$ cat src/rtl/weight_fifo_in_ctrl_if.sv
`default_nettype none
// ============================================================================
// Module   : weight_fifo_in_ctrl_if
// Brief    : Handshake/bus bundle between the weight FIFO write controller,
//            the weight SRAM read port and the FIFO bank.
// Revision : 1.0 - initial release
// ============================================================================
interface weight_fifo_in_ctrl_if #(
    parameter int ADDR_WIDTH = 12,
    parameter int FIFO_WIDTH = 16,
    parameter int FIFO_DEPTH = 32
);
    localparam int c_OCC_W = $clog2(FIFO_DEPTH + 1);

    logic                  start;
    logic [ADDR_WIDTH-1:0] base_addr;
    logic                  fifo_pop;
    logic                  busy;
    logic                  done;
    logic                  rd_en;
    logic [ADDR_WIDTH-1:0] rd_addr;
    logic [FIFO_WIDTH-1:0] fifo_wen;
    logic [c_OCC_W-1:0]    occupancy;
`ifdef WFIFO_IN_ERR_CHECK_EN
    logic                  err;
`endif

    modport slave (
        input  start, base_addr, fifo_pop,
`ifdef WFIFO_IN_ERR_CHECK_EN
        output err,
`endif
        output busy, done, rd_en, rd_addr, fifo_wen, occupancy
    );

    modport master (
        output start, base_addr, fifo_pop,
`ifdef WFIFO_IN_ERR_CHECK_EN
        input  err,
`endif
        input  busy, done, rd_en, rd_addr, fifo_wen, occupancy
    );
endinterface
`default_nettype wire

$ cat src/rtl/weight_fifo_in_ctrl.sv
`default_nettype none
// ============================================================================
// Module   : weight_fifo_in_ctrl
// Brief    : Streams SYS_ROW weight rows from SRAM into the column FIFO bank,
//            credit-limited by FIFO occupancy plus reads still in flight.
//            Optional WFIFO_IN_ERR_CHECK_EN adds a sticky err flag and checks.
// Revision : 1.0 - initial release
// ============================================================================
module weight_fifo_in_ctrl #(
    parameter int SYS_ROW      = 16,
    parameter int FIFO_WIDTH   = 16,
    parameter int FIFO_DEPTH   = 32,
    parameter int ADDR_WIDTH   = 12,
    parameter int READ_LATENCY = 2
) (
    input  wire logic             clk,
    input  wire logic             rst,
    weight_fifo_in_ctrl_if.slave  bus
);
    localparam int c_CNT_W = $clog2(SYS_ROW + 1);
    localparam int c_OCC_W = $clog2(FIFO_DEPTH + 1);
    localparam int c_INF_W = $clog2(READ_LATENCY + 1);
    localparam logic [c_CNT_W-1:0] c_LAST  = c_CNT_W'(SYS_ROW - 1);
    localparam logic [31:0]        c_DEPTH = 32'(FIFO_DEPTH);

    localparam logic [1:0] c_IDLE  = 2'd0;
    localparam logic [1:0] c_ISSUE = 2'd1;
    localparam logic [1:0] c_DRAIN = 2'd2;

    logic [1:0]              r_state;
    logic [1:0]              w_next_state;
    logic [ADDR_WIDTH-1:0]   r_base;
    logic [c_CNT_W-1:0]      r_issue_cnt;
    logic [c_CNT_W-1:0]      r_wr_cnt;
    logic [READ_LATENCY-1:0] r_vld;
    logic [c_OCC_W-1:0]      r_occ;
    logic [c_INF_W-1:0]      w_inflight;
    logic                    w_credit;
    logic                    w_rd_en;
    logic                    w_done;
    logic                    w_push;
    logic                    w_pop;

    always_comb begin
        w_inflight = '0;
        for (int i = 0; i < READ_LATENCY; i++) begin
            w_inflight = w_inflight + c_INF_W'(r_vld[i]);
        end
    end

    // Registered occupancy only: a pop frees credit one cycle later.
    assign w_credit = (32'(r_occ) + 32'(w_inflight)) < c_DEPTH;
    assign w_push   = r_vld[READ_LATENCY-1];
    assign w_pop    = bus.fifo_pop && (r_occ != '0);

    always_comb begin
        w_next_state = r_state;
        w_rd_en      = 1'b0;
        w_done       = 1'b0;
        case (r_state)
            c_IDLE: begin
                if (bus.start) begin
                    w_next_state = c_ISSUE;
                end
            end
            c_ISSUE: begin
                if (w_credit) begin
                    w_rd_en = 1'b1;
                    if (r_issue_cnt == c_LAST) begin
                        w_next_state = c_DRAIN;
                    end
                end
            end
            c_DRAIN: begin
                if (w_push && (r_wr_cnt == c_LAST)) begin
                    w_done       = 1'b1;
                    w_next_state = c_IDLE;
                end
            end
            default: w_next_state = c_IDLE;
        endcase
    end

    always_ff @(posedge clk) begin
        if (rst) begin
            r_state     <= c_IDLE;
            r_base      <= '0;
            r_issue_cnt <= '0;
            r_wr_cnt    <= '0;
            r_occ       <= '0;
        end else begin
            r_state <= w_next_state;
            if ((r_state == c_IDLE) && bus.start) begin
                r_base      <= bus.base_addr;
                r_issue_cnt <= '0;
                r_wr_cnt    <= '0;
            end else begin
                if (w_rd_en) begin
                    r_issue_cnt <= r_issue_cnt + 1'b1;
                end
                if (w_push) begin
                    r_wr_cnt <= r_wr_cnt + 1'b1;
                end
            end
            case ({w_push, w_pop})
                2'b10:   r_occ <= r_occ + 1'b1;
                2'b01:   r_occ <= r_occ - 1'b1;
                default: r_occ <= r_occ;
            endcase
        end
    end

    // Valid pipeline mirrors the SRAM read latency; its tail is the push.
    generate
        if (READ_LATENCY == 1) begin : g_vld_single
            always_ff @(posedge clk) begin
                if (rst) r_vld <= '0;
                else     r_vld <= w_rd_en;
            end
        end else begin : g_vld_shift
            always_ff @(posedge clk) begin
                if (rst) r_vld <= '0;
                else     r_vld <= {r_vld[READ_LATENCY-2:0], w_rd_en};
            end
        end
    endgenerate

    assign bus.busy      = (r_state != c_IDLE);
    assign bus.done      = w_done;
    assign bus.rd_en     = w_rd_en;
    assign bus.rd_addr   = r_base + ADDR_WIDTH'(r_issue_cnt);
    assign bus.fifo_wen  = {FIFO_WIDTH{w_push}};
    assign bus.occupancy = r_occ;

`ifdef WFIFO_IN_ERR_CHECK_EN
    localparam logic [c_CNT_W-1:0] c_ROWS = c_CNT_W'(SYS_ROW);
    localparam logic [c_OCC_W-1:0] c_FULL = c_OCC_W'(FIFO_DEPTH);
    logic r_err;

    always_ff @(posedge clk) begin
        if (rst) begin
            r_err <= 1'b0;
        end else if ((bus.fifo_pop && (r_occ == '0)) ||
                     (w_push && (r_occ == c_FULL) && !bus.fifo_pop)) begin
            r_err <= 1'b1;
        end
    end

    always_ff @(posedge clk) begin
        if (!rst) begin
            assert (r_wr_cnt <= c_ROWS);
        end
    end

    assign bus.err = r_err;
`endif
endmodule
`default_nettype wire

$ cat src/flat_wrapper.sv
// flat-port wrapper written by rule: the top's interface ports become plain ports
module weight_fifo_in_ctrl_flat 
#(
    parameter int SYS_ROW      = 16,
    parameter int FIFO_WIDTH   = 16,
    parameter int FIFO_DEPTH   = 32,
    parameter int ADDR_WIDTH   = 12,
    parameter int READ_LATENCY = 2
)
  (clk, rst, bus_start, bus_base_addr, bus_fifo_pop, bus_busy, bus_done, bus_rd_en, bus_rd_addr, bus_fifo_wen, bus_occupancy);
  weight_fifo_in_ctrl_if #(.ADDR_WIDTH(ADDR_WIDTH), .FIFO_WIDTH(FIFO_WIDTH), .FIFO_DEPTH(FIFO_DEPTH)) bus_i ();
  input  wire logic clk;
  input  wire logic rst;
  input wire logic [$bits(bus_i.start)-1:0] bus_start;
  input wire logic [$bits(bus_i.base_addr)-1:0] bus_base_addr;
  input wire logic [$bits(bus_i.fifo_pop)-1:0] bus_fifo_pop;
  output wire logic [$bits(bus_i.busy)-1:0] bus_busy;
  output wire logic [$bits(bus_i.done)-1:0] bus_done;
  output wire logic [$bits(bus_i.rd_en)-1:0] bus_rd_en;
  output wire logic [$bits(bus_i.rd_addr)-1:0] bus_rd_addr;
  output wire logic [$bits(bus_i.fifo_wen)-1:0] bus_fifo_wen;
  output wire logic [$bits(bus_i.occupancy)-1:0] bus_occupancy;
  assign bus_i.start = bus_start;
  assign bus_i.base_addr = bus_base_addr;
  assign bus_i.fifo_pop = bus_fifo_pop;
  assign bus_busy = bus_i.busy;
  assign bus_done = bus_i.done;
  assign bus_rd_en = bus_i.rd_en;
  assign bus_rd_addr = bus_i.rd_addr;
  assign bus_fifo_wen = bus_i.fifo_wen;
  assign bus_occupancy = bus_i.occupancy;
  weight_fifo_in_ctrl #(.SYS_ROW(SYS_ROW), .FIFO_WIDTH(FIFO_WIDTH), .FIFO_DEPTH(FIFO_DEPTH), .ADDR_WIDTH(ADDR_WIDTH), .READ_LATENCY(READ_LATENCY)) u_core (.clk(clk), .rst(rst), .bus(bus_i));
endmodule
$ cat config.mk
export PLATFORM = sky130hd
export DESIGN_NAME = weight_fifo_in_ctrl_flat
export DESIGN_NICKNAME = d
export VERILOG_FILES = /design/src/rtl/weight_fifo_in_ctrl_if.sv /design/src/rtl/weight_fifo_in_ctrl.sv /design/src/flat_wrapper.sv
export SDC_FILE = /design/constraint.sdc
export NUM_CORES = 1
export LEC_CHECK = 0
export BUFFER_PORTS_ARGS = -buffer_cell sky130_fd_sc_hd__buf_2
export CELL_PAD_IN_SITES_DETAIL_PLACEMENT = 1
export CELL_PAD_IN_SITES_GLOBAL_PLACEMENT = 2
export CORE_ASPECT_RATIO = 1.4
export CORE_MARGIN = 2
export CORE_UTILIZATION = 27
export DETAILED_ROUTE_END_ITERATION = 7
export PLACE_DENSITY = 0.72
export SLEW_MARGIN = 20
export SYNTH_ARGS = -nofsm -noshare
export SYNTH_HDL_FRONTEND = slang
export SYNTH_SLANG_ARGS = --single-unit
$ cat constraint.sdc
create_clock -name clk -period 3.2 [get_ports clk]
set_clock_uncertainty 0.1 [all_clocks]
set_input_delay 0.64 -clock clk [delete_from_list [all_inputs] [get_ports clk]]
set_output_delay 0.64 -clock clk [all_outputs]
set_load 0.05 [all_outputs]
Yosys cells after proc, flatten, opt, wreduce, memory -nomap -nowiden
Cells that the tools add are included.

word-level totals
  register bits after elaboration = 32
  bits in latches = 0
  bits in writable memories = 0
  bits in read-only memories = 0
  input bits = 16
  output and inout bits = 37
  logic and storage cells = 43
  memories = 0

operators by class
  add/sub/neg operators = 7
  $mul = 0
  divide/modulo/power cells = 0
  order comparisons = 1
  eq/ne operators = 10
  shift-type cells = 0
  multiplexer cells = 10
  bitwise logic cells = 0
  reductions and logical operators = 9

operator list
  kind                   number
  $lt A32 B6 Y1 const B  1
  $add A12 B5 Y12        1
  $pmux W6 S2            1
  $add A5 B1 Y5 const B  2
  $eq A5 B4 Y1 const B   2
  $mux W2                4
  $add A6 B2 Y7          1
  $add A6 B1 Y6 const B  1
  $ne A2 B1 Y1 const B   3
  $pmux W2 S3            1
  $reduce_bool A6 Y1     1
  $sub A6 B1 Y6 const B  1
  $eq A2 B1 Y1 const B   2
  $eq A2 B2 Y1 const B   2
  $mux W1                4
  $reduce_and A4 Y1      1
  $reduce_bool A2 Y1     2
  $logic_and A1 B1 Y1    3
  $add A1 B1 Y2          1
  $logic_not A2 Y1       1
  $ne A2 B2 Y1 const B   1
  $reduce_or A2 Y1       1

Logic depth before layout (Yosys ltp)
  depth after elaboration = 5
  mapped depth = 8
  mapped depth without buffers = 8

Least setup slack after synthesis
OpenSTA, ideal clock, no wires.

  path kind = reg-to-output
  start point = register u_core.r_issue_cnt[2]
  end point = output port bus_rd_addr[7]
  data arrival time = 2904 ps
  required time = 2460 ps
  slack = -444 ps
  cell stages (with the launch flop) = 6
  path buffers = 0
  cell sequence = dfxtp_1 > ha_1 > o21a_1 > a21o_1 > nand2_1 > o311ai_0

between the ends
  cells in the longest elaborated chain, start to end = 1

ends and longest elaborated chain
  item                    line                        text
  start, declared         weight_fifo_in_ctrl.sv:33   logic [c_CNT_W-1:0] r_issue_cnt;
  start signal, assigned  weight_fifo_in_ctrl.sv:99   r_issue_cnt <= r_issue_cnt + 1'b1;
  $add A12 B5 Y12         weight_fifo_in_ctrl.sv:131  assign bus.rd_addr = r_base + ADDR_WIDTH'(r_issue_cnt);
  end, declared           flat_wrapper.sv:20          output wire logic [$bits(bus_i.rd_addr)-1:0] bus_rd_addr;

Every way passes these cells.

Worst setup path in the final report
  start point = register u_core.r_occ[0] (netlist: u_core.bus.occupancy[0])
  end point = register u_core.r_occ[5] (netlist: u_core.bus.occupancy[5])

between the ends
  cells in the longest elaborated chain, start to end = 4
  elaborated cells on any way between the ends = 8
  classes of those cells = add/sub: 2; eq/ne: 2; mux: 1; reduce/logical: 3

ends and longest elaborated chain
  item                                                                   line                        text
  start, declared                                                        weight_fifo_in_ctrl.sv:36   logic [c_OCC_W-1:0] r_occ;
  start signal, assigned                                                 weight_fifo_in_ctrl.sv:106  2'b10: r_occ <= r_occ + 1'b1;
  start signal, assigned                                                 weight_fifo_in_ctrl.sv:107  2'b01: r_occ <= r_occ - 1'b1;
  start signal, assigned                                                 weight_fifo_in_ctrl.sv:108  default: r_occ <= r_occ;
  parallel branches: the longest is 4 deep, another holds $sub A6 B1 Y6  --

Parallel ways; which one is timed is not known.
A chain may end at the register's enable or synchronous reset.

==> flow_summary_export.csv <==
group,metric,value,unit
status,status,"complete, no violations",
finish,nets,320,
place,port_buffers,52,
power,clkPwrFrac,23.4,%
critical_path,rr_startpoint,"u_core.bus.occupancy[0]$_SDFFE_PP0P_",
floorplan,initial_core_util,27.8,%
routing,vias_per_cell,4.66,
critical_path,crit_chain,"or4_1 > o31a_1 > ha_1 > ha_1 > or4b_2 > a21o_1 > o211ai_1 > mux2_2",
global_route,grt_max_degree,25,
global_route,antenna_found_initial,0,
routing,ant_nets,0,
critical_path,cp.arrival,3.14,ns
critical_path,crit_top_cell,"ha_1",
power,internal_power,949,µW
clock_network,cts_buffers,5,
floorplan,die_w,77.4,µm
floorplan,die_h,107,µm
clock_network,clkTransAtPathRegs,0.07,ns
place,place_congestion,0.818,
critical_path,slowest_delay,0.64,ns
synth,ys_types,42,
clock_network,cts_max_level,2,
timing,fin_crit_sh,95.7,%
synth,synth-seq-cells,32,
place,hpwl,3900,µm
synth,netlist_instances,244,
power,switching_share,42.2,%
run,cap_viol_max_count,0,
synth,synth_edf_count,0,
routing,drt_iter0_drc,32,
clock_network,clock-sinks,32,
timing,setup_tns,0,ns
floorplan,core.rowCount,37,
routing,vias,1793,
critical_path,cpLargestDelayFamily,"simple AND/OR/NAND/NOR gates",
routing,drt-total-wl,4950,µm
clock_network,cts-root-buf,"clkbuf_8",
synth,async_reset_ff_share,0,%
floorplan,die-area,8270,µm²
power,powerDensity,671,nW/µm²
finish,drive_above_1_share,27.4,%
clock_network,cts.path.max_buffers,2,
synth,yosysMostFrequentCell,"nand2_1",
critical_path,end_kind,"flop",
power,ir_worst_vdd,0.404,mV
routing,drt_pass1_iterations,4,
synth,syn_area,2040,µm²
power,switchingPower,693,µW
timing,grt_setup_unrepaired,"no",
timing,hold_violations,0,
critical_path,crit_type,"reg -> reg",
synth,yosys-top-cells-area,"dfxtp_1 31%, ha_1 9.2%, nand2_1 7.0%",
synth,ys_seq_area_share,31.4,%
critical_path,path_buf_inv,0,
synth,avgSynthCellArea,8.35,µm²
power,power_leakage,1.18,nW
critical_path,cp_max_fo,7,
worst_hold_path,min_from,"u_core.r_base[3]$_SDFFE_PP0P_",
finish,diodes,0,
critical_path,setup.worst_path.start,"u_core.bus.occupancy[0]$_SDFFE_PP0P_",
routing,drc,0,
critical_path,crit_slowest_cell,"or4b_2",
synth,synthTopCellsByCount,"38 x nand2_1, 32 x dfxtp_1, 22 x a21oi_1",
power,seqPwrFrac,29.8,%
timing,fin_crit,3.06,ns
global_route,grt_pass1_vias,1711,
place,placedCellCount,377,
global_route,grt_usage,12.2,%
synth,syn_nets,277,
critical_path,worst_setup_path_start_kind,"flop",
timing,maxSlewHeadroom,65.3,%
timing,worstMarginPinSlew,0.520,ns
timing,setup_viol,0,
clock_network,insertion_delay,0.29,ns
clock_network,cts-hold-fix-buffers,0,
clock_network,cts_tree,"yes",
floorplan,core_area,7310,µm²
finish,area_delta_synth_final,20.0,%
synth,synth_ff_type,"dfxtp_1",
finish,instances_no_fill,385,
synth,synth_warnings,0,
timing,slew_viol_final,0,
routing,wl_per_cell,12.9,µm
synth,synth_largest_area_cell,"dfxtp_1",
power,pwr-share-comb,46.8,%
worst_hold_path,min_path_type,"reg -> reg",
critical_path,cp.required,3.28,ns
synth,synth_top_area_share,31.4,%
timing,fmax,0.326,GHz
global_route,grt_pass1_wl,7940,µm
floorplan,boundaryPins,53,
global_route,overflow,0,
## cells in the final DEF (no fill, tap or decap), drive strengths merged, types with 2 or more instances in the layout
master   synthesis  final
or2              2      2
mux2             2      2
nor2            17     17
nor2b            5      5
and3             2      2
a21oi           22     22
clkbuf           9      7
o311ai           2      2
a211oi           5      5
nand2           38     38
inv             11     11
o211ai           3      3
o21ai            4      4
dfxtp           32     32
a211o            5      5
a2111oi          2      2
xnor2            4      4
ha              15     15
o21a             2      2
fa               2      2
nand3b           3      3
mux2i            3      3
nand3            3      3
a21o             7      7
xor2             8      8
nor3b            5      5
nand4            3      3
buf             17     61
## power groups by stage
stage | combinational, mW | sequential (mW) | clock (mW)
floorplan | 0.495 | 0.590 | 0
global placement | 0.768 | 0.497 | 0
detailed placement | 0.772 | 0.499 | 0
CTS | 0.777 | 0.491 | 0.401
global route | 0.839 | 0.495 | 0.416
finish | 0.768 | 0.489 | 0.384
## cell type report
cell class              count  area [µm²]
clock buffers               6        72.6
repair buffers             62         338
fillers                   922        4870
clock inverters             2        35.0
inverters                  11        41.3
flip-flops and latches     32         643
well taps                  97         121
multi-input cells         175        1190
## metrics by stage
stage                     util [%]  hold slack [ns]  worst slack, ns  area [µm²]  power, mW
after floorplan                  -            0.340           -0.444        2040       1.09
after global placement        31.9            0.346            0.189        2330       1.26
after detailed placement      31.9            0.356            0.132        2330       1.27
after CTS                     33.3            0.366           0.0651        2440       1.67
after global routing          33.4            0.392           0.0251        2440       1.75
final                         33.4            0.360            0.136        2440       1.64
## registers in the layout, summed over array words and instances (netlist names)
register and count:
u_core.bus.occupancy 6, u_core.r_base 12, u_core.r_issue_cnt 5, u_core.r_state 2, u_core.r_vld 2, u_core.r_wr_cnt 5
## path summary, 6_finish.rpt
check / end / slack [ns] / cells past startpoint
max reg2reg: u_core.bus.occupancy[5]$_SDFFE_PP0P_ / 0.14 / 8
min: u_core.r_base[3]$_SDFFE_PP0P_ / 0.36 / 2
min reg2reg: u_core.r_base[3]$_SDFFE_PP0P_ / 0.36 / 2
max: u_core.bus.occupancy[5]$_SDFFE_PP0P_ / 0.14 / 8
## timing repair
action                                  4_1_cts  5_1_grt
setup buffers                                 0        0
gates resized for setup                       0        2
endpoints found under the setup margin        0        3
## cell families after synthesis
family | synth area share [%]
adders and majority gates | 11.2
muxes | 2.58
xor gates and xnor gates | 5.16
and+or+nand+nor | 19.8
DFF | 31.4
buffers and inverters | 10.1
AOI/OAI and AO/OA | 19.7
## routing by layer
metal	GRT usage [%]	wire, µm	vias up
met5	0	0	-
met4	4.59	78	0
met3	2.86	193	6
met2	22.7	2590	32
met1	13.3	2090	836
li1	-	-	919
## worst min-delay path: cells and delay by family, from the launching register on
family	cells	cell delay (ns)
flops	1	0.31
simple gates	1	0.05
compound gates	1	0.05
(Power assumes the default switching activity.)
